$ cat config.mk
export PLATFORM = sky130hd
export DESIGN_NAME = fp_prenorm_seq
export DESIGN_NICKNAME = d
export VERILOG_FILES = /design/src/rtl/fp_pkg.sv /design/src/rtl/fp_prenorm_seq.sv
export SDC_FILE = /design/constraint.sdc
export NUM_CORES = 1
export LEC_CHECK = 0
export BUFFER_PORTS_ARGS = -buffer_cell sky130_fd_sc_hd__buf_4
export CAP_MARGIN = 0
export CORE_MARGIN = 2
export CORE_UTILIZATION = 30
export DETAILED_ROUTE_END_ITERATION = 6
export PLACE_DENSITY = 0.61
export SLEW_MARGIN = 20
export SYNTH_ARGS = -nofsm -noshare
export SYNTH_HDL_FRONTEND = slang
export SYNTH_SLANG_ARGS = --single-unit
export TNS_END_PERCENT = 10
$ cat constraint.sdc
create_clock -name clk -period 2.3 [get_ports clk]
set_input_delay 0.69 -clock clk [delete_from_list [all_inputs] [get_ports clk]]
set_output_delay 0.69 -clock clk [all_outputs]
set_load 0.02 [all_outputs]
$ cat src/rtl/fp_pkg.sv
// -----------------------------------------------------------------------------
// fp_pkg
// Shared floating-point format constants and the pre-normaliser state type.
//   FPWID     : total format width
//   MSB       : sign bit index
//   EMSB      : exponent MSB index
//   FMSB      : stored-fraction MSB index (hidden bit sits at FMSB+1)
//   EXPW      : width of the widened signed exponent (two guard bits)
//   LZCW      : width of the shift counter
//   state_t   : pre-normaliser FSM states
// -----------------------------------------------------------------------------
package fp_pkg;

    function automatic int fp_emsb(input int fpwid);
        case (fpwid)
            128:     return 14;
            80:      return 14;
            64:      return 10;
            52:      return 10;
            48:      return 10;
            44:      return 10;
            42:      return 10;
            40:      return 9;
            32:      return 7;
            24:      return 6;
            default: return 4;
        endcase
    endfunction

    function automatic int fp_fmsb(input int fpwid);
        case (fpwid)
            128:     return 111;
            80:      return 63;
            64:      return 51;
            52:      return 39;
            48:      return 35;
            44:      return 31;
            42:      return 29;
            40:      return 28;
            32:      return 22;
            24:      return 15;
            default: return 9;
        endcase
    endfunction

    localparam int FPWID = 32;
    localparam int MSB   = FPWID - 1;
    localparam int EMSB  = fp_emsb(FPWID);
    localparam int FMSB  = fp_fmsb(FPWID);
    // Two extra bits: one so the biased exponent stays positive, one for sign,
    // which keeps the exponent from wrapping over the full FMSB+1 shifts.
    localparam int EXPW  = EMSB + 3;
    localparam int LZCW  = $clog2(FMSB + 2) + 1;

    typedef enum logic [1:0] {
        IDLE  = 2'd0,
        SHIFT = 2'd1,
        DONE  = 2'd2
    } state_t;

endpackage

$ cat src/rtl/fp_prenorm_seq.sv
// -----------------------------------------------------------------------------
// fp_prenorm_seq
// Iterative pre-normaliser placed after the floating-point decompose stage.
// Denormal significands are shifted left one bit per enabled cycle until the
// hidden-bit position is set, with the widened exponent decremented per shift.
// Format width comes from fp_pkg::FPWID.
//   clk, rst, ce          : clock, synchronous active-high reset, clock enable
//   i_vld / i_rdy         : input handshake
//   i_sgn, i_exp, i_fract : decomposed operand (hidden bit already recovered)
//   i_xz, i_vz, i_xinf,
//   i_nan, i_snan         : class flags from decompose
//   o_vld / o_rdy         : output handshake
//   o_sgn, o_exp, o_fract : normalised result (o_exp signed, biased)
//   o_lzc                 : number of shifts applied
//   o_zero, o_inf,
//   o_nan, o_snan         : result class
// -----------------------------------------------------------------------------
module fp_prenorm_seq
    import fp_pkg::*;
(
    input  logic            clk,
    input  logic            rst,
    input  logic            ce,
    input  logic            i_vld,
    output logic            i_rdy,
    input  logic            i_sgn,
    input  logic [EMSB:0]   i_exp,
    input  logic [FMSB+1:0] i_fract,
    input  logic            i_xz,
    input  logic            i_vz,
    input  logic            i_xinf,
    input  logic            i_nan,
    input  logic            i_snan,
    output logic            o_vld,
    input  logic            o_rdy,
    output logic            o_sgn,
    output logic [EXPW-1:0] o_exp,
    output logic [FMSB+1:0] o_fract,
    output logic [LZCW-1:0] o_lzc,
    output logic            o_zero,
    output logic            o_inf,
    output logic            o_nan,
    output logic            o_snan
);

    state_t            state_q;
    logic              sgn_q;
    logic [EXPW-1:0]   exp_q;
    logic [FMSB+1:0]   fract_q;
    logic [LZCW-1:0]   lzc_q;
    logic              zero_q;
    logic              inf_q;
    logic              nan_q;
    logic              snan_q;

    logic              accept;
    logic              is_denorm;
    logic              shift_done;

    assign i_rdy     = (state_q == IDLE) | ((state_q == DONE) & o_rdy);
    assign o_vld     = (state_q == DONE);
    assign accept    = ce & i_vld & i_rdy;
    assign is_denorm = i_xz & ~i_vz;
    // The counter bound only matters for an all-zero fraction flagged as a
    // denormal; it keeps the FSM from spinning forever on such input.
    assign shift_done = fract_q[FMSB+1] | (lzc_q == LZCW'(FMSB + 1));

    always_ff @(posedge clk) begin
        if (rst) begin
            state_q <= IDLE;
            sgn_q   <= 1'b0;
            exp_q   <= '0;
            fract_q <= '0;
            lzc_q   <= '0;
            zero_q  <= 1'b0;
            inf_q   <= 1'b0;
            nan_q   <= 1'b0;
            snan_q  <= 1'b0;
        end else if (ce) begin
            if (accept) begin
                sgn_q   <= i_sgn;
                zero_q  <= i_vz;
                inf_q   <= i_xinf & ~i_nan;
                nan_q   <= i_nan;
                snan_q  <= i_snan;
                lzc_q   <= '0;
                fract_q <= i_fract;
                if (is_denorm) begin
                    // Denormals carry an effective exponent of 1, not 0.
                    exp_q   <= EXPW'(1);
                    state_q <= SHIFT;
                end else begin
                    exp_q   <= {2'b00, i_exp};
                    state_q <= DONE;
                end
            end else begin
                case (state_q)
                    SHIFT: begin
                        if (shift_done) begin
                            state_q <= DONE;
                        end else begin
                            fract_q <= {fract_q[FMSB:0], 1'b0};
                            exp_q   <= exp_q - EXPW'(1);
                            lzc_q   <= lzc_q + LZCW'(1);
                        end
                    end
                    DONE: begin
                        // A new operand in this state is handled by accept.
                        if (o_rdy) state_q <= IDLE;
                    end
                    default: state_q <= IDLE;
                endcase
            end
        end
    end

    assign o_sgn   = sgn_q;
    assign o_exp   = exp_q;
    assign o_fract = fract_q;
    assign o_lzc   = lzc_q;
    assign o_zero  = zero_q;
    assign o_inf   = inf_q;
    assign o_nan   = nan_q;
    assign o_snan  = snan_q;

endmodule

==> results.sh, run 1 <==
export IMPL_dpl_hpwl_mm=4.48
export IMPL_synth_compound_area_share_pct=20.8
export IMPL_syn_to_final_growth_pct=37.4
export IMPL_critPathLaunchType="flip-flop"
export IMPL_synth_ff_type="dfxtp_1"
export IMPL_rsz0062_at_grt="no"
export IMPL_wirelength_mm=6.17
export IMPL_yosysWarnings=0
export IMPL_worstSetupPathType="flip-flop to flip-flop"
export IMPL_vias=2192
export IMPL_hold_class="flip-flop to flip-flop"
export IMPL_die_y_um=91.2
export IMPL_synth_area_per_cell_um2=8.55
export IMPL_via_per_inst=4.85
export IMPL_h_tree_depth=2
export IMPL_synth_fa_ha_area_share_pct=1.10
export IMPL_period_needed_ns=2.08
export IMPL_cts_buffers_inserted=5
export IMPL_hold_viol=0
export IMPL_async_flop_share_pct=0
export IMPL_ys_seq_area_share_pct=41.2
export IMPL_synth_top_area_share_pct=41.2
export IMPL_powerDensity_nw_per_um2=580
export IMPL_fmax_ghz=0.481
export IMPL_pre_cts_slack_ns=0.182
export IMPL_crit_path_end_kind="flip-flop"
export IMPL_antenna_found_initial=0
export IMPL_io_buffers=89
export IMPL_clockBufferDepth=2
export IMPL_synth_simple_area_share_pct=27.1
export IMPL_grtUsageTotal_pct=15.4
export IMPL_num_fill_cells=779
export IMPL_die_x_um=91.2
export IMPL_row_count=31
export IMPL_grt_pass1_vias=2200
export IMPL_ioPinCount=90
export IMPL_period_share_pct=90.4
export IMPL_synth_area_top_cells="dfxtp_1, nand2_1, a311oi_1, nor2_1, xnor2_1"
export IMPL_syn_nets=312
export IMPL_tns_ns=0
export IMPL_critPathLaunch="o_lzc[0]$_SDFFE_PP0P_"
export IMPL_dr_first_iter_drc_count=92
export IMPL_hp_start="o_inf$_SDFFE_PP0P_"
export IMPL_drive_above_1_share_pct=32.6
export IMPL_synth_top_cell_by_area="dfxtp_1"
export IMPL_skew_ns=0.00982
export IMPL_initial_core_util_pct=31.1
export IMPL_finalSetupViolCount=0
export IMPL_cts_sinks=47
export IMPL_cts_tree="built"
export IMPL_leakage_nw=1.27
export IMPL_synth_edf_count=0
export IMPL_syn_inst=267
export IMPL_hold_depth=2
export IMPL_synthDistinctLibCells=43
export IMPL_clk_pin_slew_ns=0.09
export IMPL_critPathRequiredTime_ns=2.49
export IMPL_cp_max_fo=46
export IMPL_finalNonFillerCells=452
export IMPL_reg2reg_from="o_lzc[0]$_SDFFE_PP0P_"
export IMPL_gr_total_overflow=0
export IMPL_coreArea_um2=7330
export IMPL_synth_xor_area_share_pct=3.84
export IMPL_seq_area_um2=941
export IMPL_synth_top_family_by_area="simple AND/OR/NAND/NOR gates"
export IMPL_cts_hold_buffers_added=0
export IMPL_ant_nets=0
export IMPL_place_area_um2=3060
export IMPL_max_slew_worst_pin_slew_ns=0.548
export IMPL_reg2reg_to="o_fract[7]$_SDFFE_PP0P_"
export IMPL_whs_ns=0.459
export IMPL_slew_headroom_pct=63.3
export IMPL_dp_cells=444
export IMPL_timing_max_cap_violations=0
export IMPL_grt_pass1_wl_mm=10.5
export IMPL_crit_arrival_ns=2.27
export IMPL_grt_max_degree=47
export IMPL_fin_ws_ns=0.221
export IMPL_dr_pass1_iters=4
export IMPL_min_to="o_inf$_SDFFE_PP0P_"
export IMPL_diodes=0
export IMPL_power_total_mw=1.82
export IMPL_final_max_slew_viol_count=0
export IMPL_drcViolationCount=0
export IMPL_insertion_delay_ns=0.30
export IMPL_syn_area_um2=2280
export IMPL_drt_wirelength_per_cell_um=13.7
export IMPL_ys_ff_latch=47
export IMPL_post_cts_setup_buffer_count=0
export IMPL_synth_mux_area_share_pct=0.438
export IMPL_utilization_pct=42.8
export IMPL_finalInstanceArea_um2=3140
export IMPL_cts_resized=0
export IMPL_reg2reg_slack_ns=0.22
export IMPL_fin_nets=397
export IMPL_ff2ff_path_depth=6
export IMPL_die_area_um2=8330
export IMPL_irDropWorstVdd_mv=0.253
export IMPL_place_gp_congestion=0.752
export IMPL_multi_input_area_um2=1220
export IMPL_cts_root_buf="clkbuf_8"
export IMPL_outcome="complete, no violations"
[how the worst max path moves through the flow]
| stage | end | depth (start not counted) |
|---|---|---|
| final | o_fract[7]$_SDFFE_PP0P_ | 6 |
| after global placement | o_exp[8]$_SDFFE_PP0P_ | 6 |
| after floorplan | o_fract[21]$_SDFFE_PP0P_ | 6 |
| after global routing | o_fract[7]$_SDFFE_PP0P_ | 6 |
| after detailed placement | o_fract[7]$_SDFFE_PP0P_ | 7 |
| after CTS | o_fract[7]$_SDFFE_PP0P_ | 6 |
[registers in the layout, summed over array words and instances, names as in the netlist]
name / flops
o_inf: 1
o_lzc: 6
o_nan: 1
o_fract: 24
o_snan: 1
o_sgn: 1
state_q: 2
o_zero: 1
o_exp: 10
[power breakdown]
part	switching, mW	total (mW)	internal (mW)	leakage [nW]
logic	0.224	0.421	0.197	0.846
clock network	0.272	0.486	0.214	0.0422
registers	0.0492	0.912	0.862	0.385
total	0.545	1.82	1.27	1.27
[final cells by class]
cell class / count / area share (%)
Multi-Input combinational cell: 199 / 38.8
Sequential cell: 47 / 30.0
Timing Repair Buffer: 97 / 24.4
Tap cell: 99 / 3.95
Clock buffer: 7 / 2.43
Inverter: 2 / 0.239
Clock inverter: 1 / 0.160
[layout by cell type (no fill, tap or decap), drive strengths merged, types with 2 or more instances in the layout]
cell type  synthesis  layout
o211ai             3       3
inv                2       2
ha                 2       2
nor4               2       2
nand2b             3       3
nor3               2       2
xnor2             10      10
a311oi            24      24
a21oi             11      11
nand3b             3       3
nand2             63      63
a21boi             2       2
nand3              6       6
buf               13      97
dfxtp             47      47
and2b              2       2
and3               2       2
a31oi              4       4
clkbuf             6       7
o21ai              2       2
nor3b              3       3
a211oi             2       2
o2bb2ai            3       3
a2111oi            2       2
nor2              38      38
[cells by family after synthesis]
logic type,after synthesis
AND/OR/NAND/NOR,131
AO/OA/AOI/OAI,55
flip-flops,47
buffers and inverters,21
XOR/XNOR,10
adder cells (fa/ha/maj),2
multiplexers,1
[synthesized netlist by cell type, types with 3 or more instances]
| library cell | count |
|---|---|
| nor2_1 | 38 |
| nand3b_1 | 3 |
| xnor2_1 | 10 |
| a31oi_1 | 4 |
| clkbuf_1 | 6 |
| o2bb2ai_1 | 3 |
| a21oi_1 | 11 |
| buf_6 | 5 |
| nand3_1 | 5 |
| buf_2 | 7 |
| a311oi_1 | 22 |
| nand2b_1 | 3 |
| dfxtp_1 | 47 |
| nand2_1 | 62 |
[layer usage]
metal | up-vias | routed length [µm] | GRT usage (%) | part of all wire, %
li1 | 1108 | - | - | -
met1 | 1025 | 2930 | 20.7 | 47
met2 | 54 | 2910 | 25.2 | 47
met3 | 5 | 272 | 3.49 | 4.4
met4 | 0 | 69 | 3.79 | 1.1
met5 | - | 0 | 0 | 0
[worst max-delay path: stages, from the launching register on]
cell and delay [ns]:
dfxtp_1 0.43, ha_1 0.28, nand4b_4 0.14, o211ai_4 0.48, nand2_2 0.15, buf_12 0.20, a311oi_1 0.27
Note: power is estimated with default switching activity, not from simulation.
==> run 2, diff against run 1 <==
Settings changed: CELL_PAD_IN_SITES_DETAIL_PLACEMENT set to 1, CELL_PAD_IN_SITES_GLOBAL_PLACEMENT set to 1, PLACE_DENSITY 0.61 to 0.77.
==> run 2 against run 1 <==
  * Core utilization is 0.27 points lower
  * Via count is 3.4% higher
  * Global-route usage is 0.99 points higher
  * Sequential cell count stayed put
  * Non-clock buffer count is 1 lower
  * Count of clock-buffer cells in the layout stayed put
  * Cell count is 0.22% lower
  * Largest power group unchanged
==> results.sh, run 2 (synthesis gave the netlist of run 1 again) <==
export IMPL_outcome="complete, no violations"
export IMPL_drt_wirelength_per_cell_um=15.1
export IMPL_fmax_ghz=0.495
export IMPL_dr_pass1_iters=4
export IMPL_period_needed_ns=2.02
export IMPL_grt_pass1_vias=2327
export IMPL_cts_root_buf="clkbuf_8"
export IMPL_largest_register_ffs=24
export IMPL_grt_pass1_wl_mm=11.1
export IMPL_crit_path_end_kind="primary output"
export IMPL_vias=2266
export IMPL_hold_viol=0
export IMPL_rsz0062_at_grt="no"
export IMPL_place_area_um2=3040
export IMPL_critPathLaunchType="input port"
export IMPL_finalSetupViolCount=0
export IMPL_place_gp_congestion=0.781
export IMPL_period_share_pct=87.8
export IMPL_final_max_slew_viol_count=0
export IMPL_leakage_nw=1.26
export IMPL_post_cts_setup_buffer_count=0
export IMPL_dr_first_iter_drc_count=71
export IMPL_tns_ns=0
export IMPL_timing_max_cap_violations=0
export IMPL_gr_total_overflow=0
export IMPL_io_buffers=89
export IMPL_cts_tree="built"
export IMPL_max_slew_worst_pin_slew_ns=0.389
export IMPL_insertion_delay_ns=0.30
export IMPL_power_total_mw=1.83
export IMPL_row_count=31
export IMPL_finalInstanceArea_um2=3120
export IMPL_ant_nets=0
export IMPL_clk_pin_slew_ns=0.08
export IMPL_cts_resized=0
export IMPL_coreArea_um2=7330
export IMPL_clockBufferDepth=2
export IMPL_skew_ns=0.00996
export IMPL_grtUsageTotal_pct=16.4
export IMPL_die_area_um2=8330
export IMPL_utilization_pct=42.5
export IMPL_final_common_cell="buf_4"
export IMPL_initial_core_util_pct=31.1
export IMPL_irDropWorstVdd_mv=0.218
export IMPL_cts_buffers_inserted=5
export IMPL_diodes=0
export IMPL_drcViolationCount=0
export IMPL_hold_class="flip-flop to flip-flop"
export IMPL_wirelength_mm=6.83
export IMPL_cts_sinks=47
export IMPL_dpl_hpwl_mm=5.13
export IMPL_drive_above_1_share_pct=32.4
export IMPL_die_y_um=91.2
export IMPL_fin_nets=396
export IMPL_ioPinCount=90
export IMPL_cts_hold_buffers_added=0
export IMPL_via_per_inst=5.02
export IMPL_antenna_found_initial=0
export IMPL_syn_to_final_growth_pct=36.5
export IMPL_worstSetupPathType="input port to primary output"
export IMPL_grt_max_degree=47
export IMPL_slew_headroom_pct=74.1
export IMPL_die_x_um=91.2
export IMPL_h_tree_depth=2
export IMPL_final_cell_mix="buf_4, nand2_1, dfxtp_1, nor2_1, a311oi_1"
export IMPL_crit_arrival_ns=1.33
export IMPL_powerDensity_nw_per_um2=588
export IMPL_cp_max_fo=4
export IMPL_critPathRequiredTime_ns=1.61
run 2: cell count changes in the layout (fill, tap and decap cells not counted), sizes merged:
| cell | delta |
|---|---|
| buf | -1 |
run 2: cell type report:
cell class                      count  area (µm²)
Fill cell                         886        4210
Clock buffer                        7        76.3
Inverter                            2        7.51
Timing Repair Buffer               96         746
Multi-Input combinational cell    199        1220
Sequential cell                    47         941
Tap cell                           99         124
Clock inverter                      1        5.00
run 2: critical path, cell delays in order:
cell      delay [ns]
buf_4           0.11
nand2b_1        0.19
and2b_1         0.19
buf_4           0.15
run 2: layer usage:
metal | routed length (µm) | vias up | part of all wire, % | global-route usage (%)
met2 | 3530 | 51 | 52 | 29.3
met1 | 2890 | 1098 | 42 | 19.4
met4 | 145 | 0 | 2.1 | 6.31
met3 | 262 | 13 | 3.8 | 3.15
met5 | 0 | - | 0 | 0
li1 | - | 1104 | - | -
run 2: metrics by stage:
stage	instances	hold slack [ns]	setup slack (ns)
6_report	451	0.465	0.281
5_1_grt	451	0.489	0.230
4_1_cts	451	0.471	0.274
3_5_place_dp	443	0.458	0.178
3_3_place_gp	443	0.446	0.312
2_1_floorplan	267	0.494	0.449
run 2: final timing paths:
check / from / to / slack (ns) / depth (start not counted)
hold / removal: o_zero$_SDFFE_PP0P_ / o_zero$_SDFFE_PP0P_ / 0.46 / 2
hold reg to reg: o_zero$_SDFFE_PP0P_ / o_zero$_SDFFE_PP0P_ / 0.46 / 2
setup reg to reg: o_lzc[0]$_SDFFE_PP0P_ / o_exp[4]$_SDFFE_PP0P_ / 0.46 / 7
setup / recovery: o_rdy / i_rdy / 0.28 / 4
run 2: report_power, final:
part | switching, mW | internal, mW | leakage [nW]
Clock | 0.283 | 0.214 | 0.0422
Combinational | 0.228 | 0.194 | 0.836
Sequential | 0.0511 | 0.862 | 0.385
